`config.mk`:
```
export PLATFORM = sky130hd
export DESIGN_NAME = mem_arbiter
export DESIGN_NICKNAME = d
export VERILOG_FILES = /design/src/rtl/mem_arbiter.sv
export SDC_FILE = /design/constraint.sdc
export NUM_CORES = 1
export LEC_CHECK = 0
export CORE_MARGIN = 3
export CORE_UTILIZATION = 38
export CTS_BUF_LIST = sky130_fd_sc_hd__clkbuf_4 sky130_fd_sc_hd__clkbuf_8
export DETAILED_ROUTE_END_ITERATION = 8
export PLACE_DENSITY = 0.86
export SYNTH_ARGS = -nofsm -noshare
export SYNTH_HDL_FRONTEND = slang
export SYNTH_SLANG_ARGS = --single-unit
```
`constraint.sdc`:
```
create_clock -name clk -period 2.1 [get_ports clk]
set_clock_uncertainty 0.05 [all_clocks]
set_input_delay 0.21 -clock clk [delete_from_list [all_inputs] [get_ports clk]]
set_output_delay 0.21 -clock clk [all_outputs]
set_load 0.02 [all_outputs]
```
`src/rtl/mem_arbiter.sv`:
```
// mem_arbiter: single-port memory arbiter between fetch and memory stages with starvation guard and flush drain
module mem_arbiter #(
  parameter int STARVE_LIMIT = 4
) (
  input  logic        clk,
  input  logic        rst,
  input  logic        instrReq,
  input  logic [15:0] instrAddr,
  output logic        instrDone,
  output logic [15:0] instrData,
  input  logic        dataReq,
  input  logic        dataWr,
  input  logic [15:0] dataAddr,
  input  logic [15:0] dataIn,
  output logic        dataDone,
  output logic [15:0] dataOut,
  input  logic        flush,
  output logic        memEn,
  output logic        memWr,
  output logic [15:0] memAddr,
  output logic [15:0] memDataIn,
  input  logic [15:0] memDataOut,
  input  logic        memDone,
  output logic        stallFetch,
  output logic        stallMem,
  output logic        err
);
  typedef enum logic [1:0] {IDLE, DATA, INSTR, DRAIN} state_t;
  state_t state, nextState;
  logic issued;
  logic [3:0] starveCnt;
  logic instrElig, grantData, grantInstr, starved;
  assign instrElig = instrReq & ~flush;
  assign starved = starveCnt == 4'(STARVE_LIMIT);
  assign grantData = dataReq & ~(instrElig & starved);
  assign grantInstr = instrElig & ~grantData;
  assign memEn = (state == DATA || state == INSTR) && !issued;
  assign dataDone = state == DATA && memDone;
  assign instrDone = state == INSTR && memDone && !flush;
  assign dataOut = memDataOut;
  assign instrData = memDataOut;
  assign stallFetch = instrReq & ~instrDone;
  assign stallMem = dataReq & ~dataDone;
  always_comb begin
    nextState = state;
    unique case (state)
      IDLE:  nextState = grantData ? DATA : grantInstr ? INSTR : IDLE;
      DATA:  nextState = memDone ? IDLE : DATA;
      INSTR: nextState = memDone ? IDLE : flush ? DRAIN : INSTR;
      DRAIN: nextState = memDone ? IDLE : DRAIN;
      default: nextState = IDLE;
    endcase
  end
  always_ff @(posedge clk) begin
    if (rst) begin
      state <= IDLE;
      issued <= 1'b0;
      starveCnt <= 4'd0;
      err <= 1'b0;
      memAddr <= 16'd0;
      memDataIn <= 16'd0;
      memWr <= 1'b0;
    end else begin
      state <= nextState;
      issued <= state != IDLE;
      err <= err | (state == IDLE && memDone);
      if (state == IDLE) begin
        if (grantData || grantInstr) begin
          memAddr <= grantData ? dataAddr : instrAddr;
          memWr <= grantData & dataWr;
        end
        if (grantData) memDataIn <= dataIn;
        starveCnt <= (grantData && instrReq) ? (starved ? starveCnt : starveCnt + 4'd1)
                   : (grantInstr || !instrReq) ? 4'd0 : starveCnt;
      end
    end
  end
endmodule

```
==> reports/metrics.csv, run 1 <==
metric;value;unit
status;finished clean;
crit_path_end_kind;output port;
ioPinCount;142;
grt_usage;16.6;%
gp_congestion;0.817;
core_area;5680;um^2
clkTransAtPathRegs;70;ps
clk_latency;290;ps
synth_fa_ha_area_share;3.82;%
synth_top_family_by_area;compound AO/OA/AOI/OAI gates;
ff2ff_setup_slack;210;ps
vias_per_cell;5.05;
path_delay_family;buffers and inverters;
powerDensity;661;nW/um^2
synth.avg_cell_area;8.79;um^2
synth_fp_nets;339;
n_antenna_cell;0;
switching_share;26.8;%
drtPass1Iterations;4;
cp_data_required_time;1840;ps
combPwrFrac;26.3;%
instances_no_fill;394;
power_switching;565;uW
synth-xor-area-share;0;%
synth_cell_type_count;35;
grt_pass1_wl;9.60;mm
holdWs;370;ps
netlist_instances;261;
die_h;83.7;um
initial_utilization;40.4;%
p_seq_share;41.8;%
synth_compound_gate_area_share;19.7;%
min_period;1900;ps
min-delay-start;memDataOut[15];
htree_levels;2;
crit_chain;inv_1, ha_1, and2_1, clkdlybuf4s50_1;
antenna_left;0;
root_buffer;clkbuf_8;
hp-class;primary input to output port;
wl_per_cell;15.1;um
rsz0062_at_grt;false;
wl;5.93;mm
pwr-share-clk;31.9;%
die-width;83.7;um
post-dp-hpwl;4.50;mm
r2r_cells;5;
hold_end;dataOut[15];
max-cap-violations;0;
reg2reg_to;memAddr[12];
layout-drive-gt1-share;11.8;%
muxShareOfSynthArea;7.42;%
synth-simple-area-share;17.2;%
cts_buffers;5;
area_growth;39.0;%
hold_buffers;0;
synth-seq-cells;41;
cpPeakStageDelay;630;ps
final.setup.tns;0;ps
mostFrequentLayoutCells;clkdlybuf4s50_1 (89), dfxtp_1 (41), nor2_1 (37), nand2_1 (35);
worst_pin_slew;678;ps
p_leak;0.00130;uW
syn-cell-area;2290;um^2
async_flop_share;0;%
overflow;0;
slew_violations;0;
fin_crit_sh;90.6;%
max_freq;525;MHz
ir_worst_vdd;0.000512;V
min_path_cells;0;
r2r_start;starveCnt[0];
path_max_fanout;3;
cts_buffer_depth;2;
cp_slowest_cell;clkdlybuf4s50_1;
layout_commonest_cell;clkdlybuf4s50_1;
rows;27;
nets;399;
critPathKind;register to output port;
dp.cells;386;
drc;0;
crit_buf_inv;2;
cp.arrival;1640;ps
grt_max_degree;34;
synth_edf_count;0;
drt_iter0_markers;128;
ys_seq_area_share;35.8;%
p_total;2110;uW
tritoncts;yes;
antenna_found_initial;0;
grt_pass1_vias;1961;
vias;1988;
p_int;1540;uW
hold_viol_final;0;
relSlewSlack;54.7;%
startpoint_type;register;
io_buffers;93;
yosys_most_used_dff;dfxtp_1;
yosysWarnings;0;
setup-violations-final;0;
die_area;7000;um^2
cts_sinks;41;
==> power groups by stage <==
stage | registers [uW] | clock network (uW) | logic (uW)
floorplan | 962 | 0 | 306
global placement | 896 | 0 | 551
detailed placement | 898 | 0 | 560
CTS | 881 | 685 | 561
global route | 890 | 718 | 598
finish | 881 | 671 | 554
==> stage by stage <==
step / utilization, % / cell area, um^2 / worst slack (ps)
after floorplan: - / 2290 / 532
after global placement: 53.9 / 3060 / 181
after detailed placement: 53.9 / 3060 / 138
after CTS: 56.0 / 3180 / 35.8
after global routing: 56.2 / 3190 / 61.8
final: 56.2 / 3190 / 197
==> synthesized netlist by cell type (3+ instances only) <==
cell	instances	area share (%)
clkbuf_1	7	1.1
nand2_1	35	5.7
o221a_2	16	7.9
dfxtp_1	41	36
a211oi_1	17	5.6
nor2_1	37	6.1
ha_1	7	3.8
o211ai_1	4	1.3
buf_4	37	12
inv_1	7	1.1
nor2b_1	3	0.82
buf_2	3	0.65
a21oi_1	3	0.65
mux2i_1	17	7.4
==> layer usage <==
metal / vias to the layer above / track usage (%) / wire length, um
li1: 1002 / - / -
met1: 898 / 20.9 / 2500
met2: 70 / 26.5 / 2870
met3: 18 / 4.44 / 439
met4: 0 / 7.16 / 125
met5: - / 0 / 0
==> cells by family (layout without fill, tap and decap cells) <==
family / count (synthesis) / after routing
flip-flops: 41 / 41
AND/OR/NAND/NOR: 89 / 89
multiplexers: 17 / 17
buffers and inverters: 56 / 117
AO/OA/AOI/OAI: 51 / 51
adder cells (fa/ha/maj): 7 / 7
==> worst reg2reg max path: cells and delay by family (launching register included) <==
kind	cells	cell delay, ps
flops	1	360
compound gates	2	900
buf+inv	1	70
simple gates	1	240
fa+ha+maj	1	220
==> worst max path at each step <==
stage | slack (ps) | depth (start not counted) | from | endpoint
after floorplan | 530 | 7 | state[0] | memDataIn[10]
after global placement | 180 | 4 | flush | memAddr[1]
after detailed placement | 140 | 4 | flush | memAddr[12]
after CTS | 40 | 5 | state[1] | stallMem
after global routing | 60 | 5 | starveCnt[0] | memAddr[12]
final | 200 | 4 | state[1] | dataDone
==> repair_timing <==
item,CTS,global route
setup buffers,0,0
gates resized for setup,1,3
endpoints found under the setup margin,1,3
endpoints found under the hold margin,0,0
pin swaps,0,0
==> final cells by class <==
cell class / count / area (um^2)
Multi-Input combinational cell: 164 / 1100
Clock inverter: 1 / 30.0
Tap cell: 72 / 90.1
Timing Repair Buffer: 101 / 1020
Sequential cell: 41 / 821
Fill cell: 490 / 2490
Inverter: 8 / 30.0
Clock buffer: 7 / 90.1
==> sequential cells by signal, summed over array words and instances, names as in the netlist <==
| name | flops |
|---|---|
| err | 1 |
| issued | 1 |
| memAddr | 16 |
| memDataIn | 16 |
| memWr | 1 |
| starveCnt | 4 |
| state | 2 |
(Power assumes the default switching activity.)
==> inputs of run 2 (changes only) <==
--- a/config.mk
+++ b/config.mk
@@ -5,10 +5,14 @@
 export SDC_FILE = /design/constraint.sdc
 export NUM_CORES = 1
 export LEC_CHECK = 0
+export ABC_CLOCK_PERIOD_IN_PS = 2100
+export CELL_PAD_IN_SITES_DETAIL_PLACEMENT = 2
+export CELL_PAD_IN_SITES_GLOBAL_PLACEMENT = 2
 export CORE_MARGIN = 3
-export CORE_UTILIZATION = 38
+export CORE_UTILIZATION = 20
 export CTS_BUF_LIST = sky130_fd_sc_hd__clkbuf_4 sky130_fd_sc_hd__clkbuf_8
 export DETAILED_ROUTE_END_ITERATION = 8
+export GPL_TIMING_DRIVEN = 0
 export PLACE_DENSITY = 0.86
 export SYNTH_ARGS = -nofsm -noshare
 export SYNTH_HDL_FRONTEND = slang
==> reports/metrics.csv, run 2 (synthesis results as in run 1) <==
metric;value;unit;change
path_max_fanout;3;;unchanged
relSlewSlack;64.5;%;was 54.7%
root_buffer;clkbuf_8;;unchanged
initial_utilization;20.8;%;was 40.4%
hold_end;memWr;;was dataOut[15]
layout-drive-gt1-share;18.1;%;was 11.8%
antenna_left;0;;unchanged
vias_per_cell;4.51;;was 5.05
cts_buffers;5;;unchanged
cp_data_required_time;1840;ps;about the same
critPathKind;register to output port;;unchanged
antenna_found_initial;0;;unchanged
r2r_start;state[1];;was starveCnt[0]
drtPass1Iterations;4;;unchanged
tritoncts;yes;;unchanged
grt_max_degree;14;;was 34
gp_congestion;0.713;;was 0.817
drt_iter0_markers;50;;was 128
ir_worst_vdd;0.000262;V;was 0.000512 V
overflow;0;;unchanged
clkTransAtPathRegs;80;ps;was 70 ps
mostFrequentLayoutCells;clkdlybuf4s50_1 (120), dfxtp_1 (41), nor2_1 (37), buf_4 (37), nand2_1 (35);;was clkdlybuf4s50_1 (89), dfxtp_1 (41), nor2_1 (37), nand2_1 (35)
pwr-share-clk;24.7;%;was 31.9%
max-cap-violations;0;;unchanged
cp.arrival;1690;ps;was 1640 ps
r2r_cells;7;;was 5
layout_commonest_cell;clkdlybuf4s50_1;;unchanged
vias;2404;;was 1,988
die-width;113;um;was 83.7 um
p_seq_share;41.3;%;was 41.8%
cts_buffer_depth;2;;unchanged
fin_util;34.4;%;was 56.2%
io_buffers;124;;was 93
core_area;11000;um^2;was 5680 um^2
startpoint_type;register;;unchanged
drc;0;;unchanged
worst_pin_slew;532;ps;was 678 ps
rows;38;;was 27
grt_pass1_vias;2721;;was 1,961
die_area;12800;um^2;was 7000 um^2
n_antenna_cell;0;;unchanged
clk_latency;300;ps;was 290 ps
ff2ff_setup_slack;270;ps;was 210 ps
powerDensity;561;nW/um^2;was 661 nW/um^2
grt_pass1_wl;13.8;mm;was 9.60 mm
wl;8.57;mm;was 5.93 mm
post-dp-hpwl;6.86;mm;was 4.50 mm
htree_levels;2;;unchanged
cts_sinks;41;;unchanged
wl_per_cell;16.1;um;was 15.1 um
ioPinCount;142;;unchanged
slew_violations;0;;unchanged
fin_crit_sh;93.0;%;was 90.6%
die_h;113;um;was 83.7 um
area_growth;65.6;%;was 39.0%
rsz0062_at_grt;false;;unchanged
grt_usage;13.3;%;was 16.6%
nets;470;;was 399
min_path_cells;3;;was 0
final.setup.tns;0;ps;unchanged
p_leak;0.00155;uW;was 0.00130 uW
status;finished clean;;unchanged
crit_path_end_kind;output port;;unchanged
p_total;2130;uW;was 2110 uW
combPwrFrac;34.0;%;was 26.3%
setup-violations-final;0;;unchanged
top_regs;memAddr (16), memDataIn (16), starveCnt (4);;unchanged
hold_viol_final;0;;unchanged
hp-class;primary input to register;;was primary input to output port
min_period;1950;ps;was 1900 ps
p_int;1460;uW;was 1540 uW
max_freq;512;MHz;was 525 MHz
min-delay-start;rst;;was memDataOut[15]
switching_share;31.5;%;was 26.8%
power_switching;670;uW;was 565 uW
reg2reg_to;memDataIn[11];;was memAddr[12]
-- run 2: repair_timing --
action | in CTS | in global routing
gates resized for setup | 2 | 2
hold buffers | 0 | 0
setup endpoints to repair | 2 | 2
setup buffers | 0 | 0
-- run 2: final cells by class --
cell class	instances	area [um^2]
inverter	8	30.0
timing repair buffer	124	1240
sequential	41	821
fill	1265	7230
buffer	48	339
clock inverter	3	17.5
clock buffer	5	68.8
multi-input combinational	164	1100
tap	140	175
-- run 2: per-stage QoR --
stage / hold slack (ps) / area [um^2] / setup WS, ps / std cells
2_1_floorplan: 301 / 2290 / 532 / 261
3_3_place_gp: 394 / 3710 / 108 / 525
3_5_place_dp: 405 / 3710 / 86.1 / 525
4_1_cts: 358 / 3790 / 5.10 / 533
5_1_grt: 407 / 3800 / 52.3 / 533
6_report: 353 / 3800 / 147 / 533
-- run 2: worst max path at each step --
stage,startpoint,end,slack [ps],cells past startpoint
after global routing,state[1],dataDone,50,4
after global placement,flush,memAddr[12],110,5
after detailed placement,flush,memAddr[6],90,5
final,state[1],dataDone,150,4
after CTS,state[1],memEn,5,4
after floorplan,state[0],memDataIn[10],530,7
-- run 2: power groups by stage --
stage	Clock [uW]	Combinational [uW]	Sequential [uW]
after floorplan	0	306	962
after global placement	0	716	894
after detailed placement	0	737	899
after CTS	554	739	881
after global routing	584	778	892
final	525	724	880
-- run 2: worst max-delay path: stages (launching register included) --
cell             delay, ps
dfxtp_1                340
inv_1                  110
ha_1                   190
and2_1                 150
clkdlybuf4s50_1        620
-- run 2: routing by layer --
metal / up-vias / global-route usage (%) / part of all wire [%]
met1: 1194 / 14.5 / 38
li1: 1137 / - / -
met4: 0 / 2.64 / 1.0
met2: 67 / 26.5 / 56
met5: - / 0 / 0
met3: 6 / 2.46 / 4.6
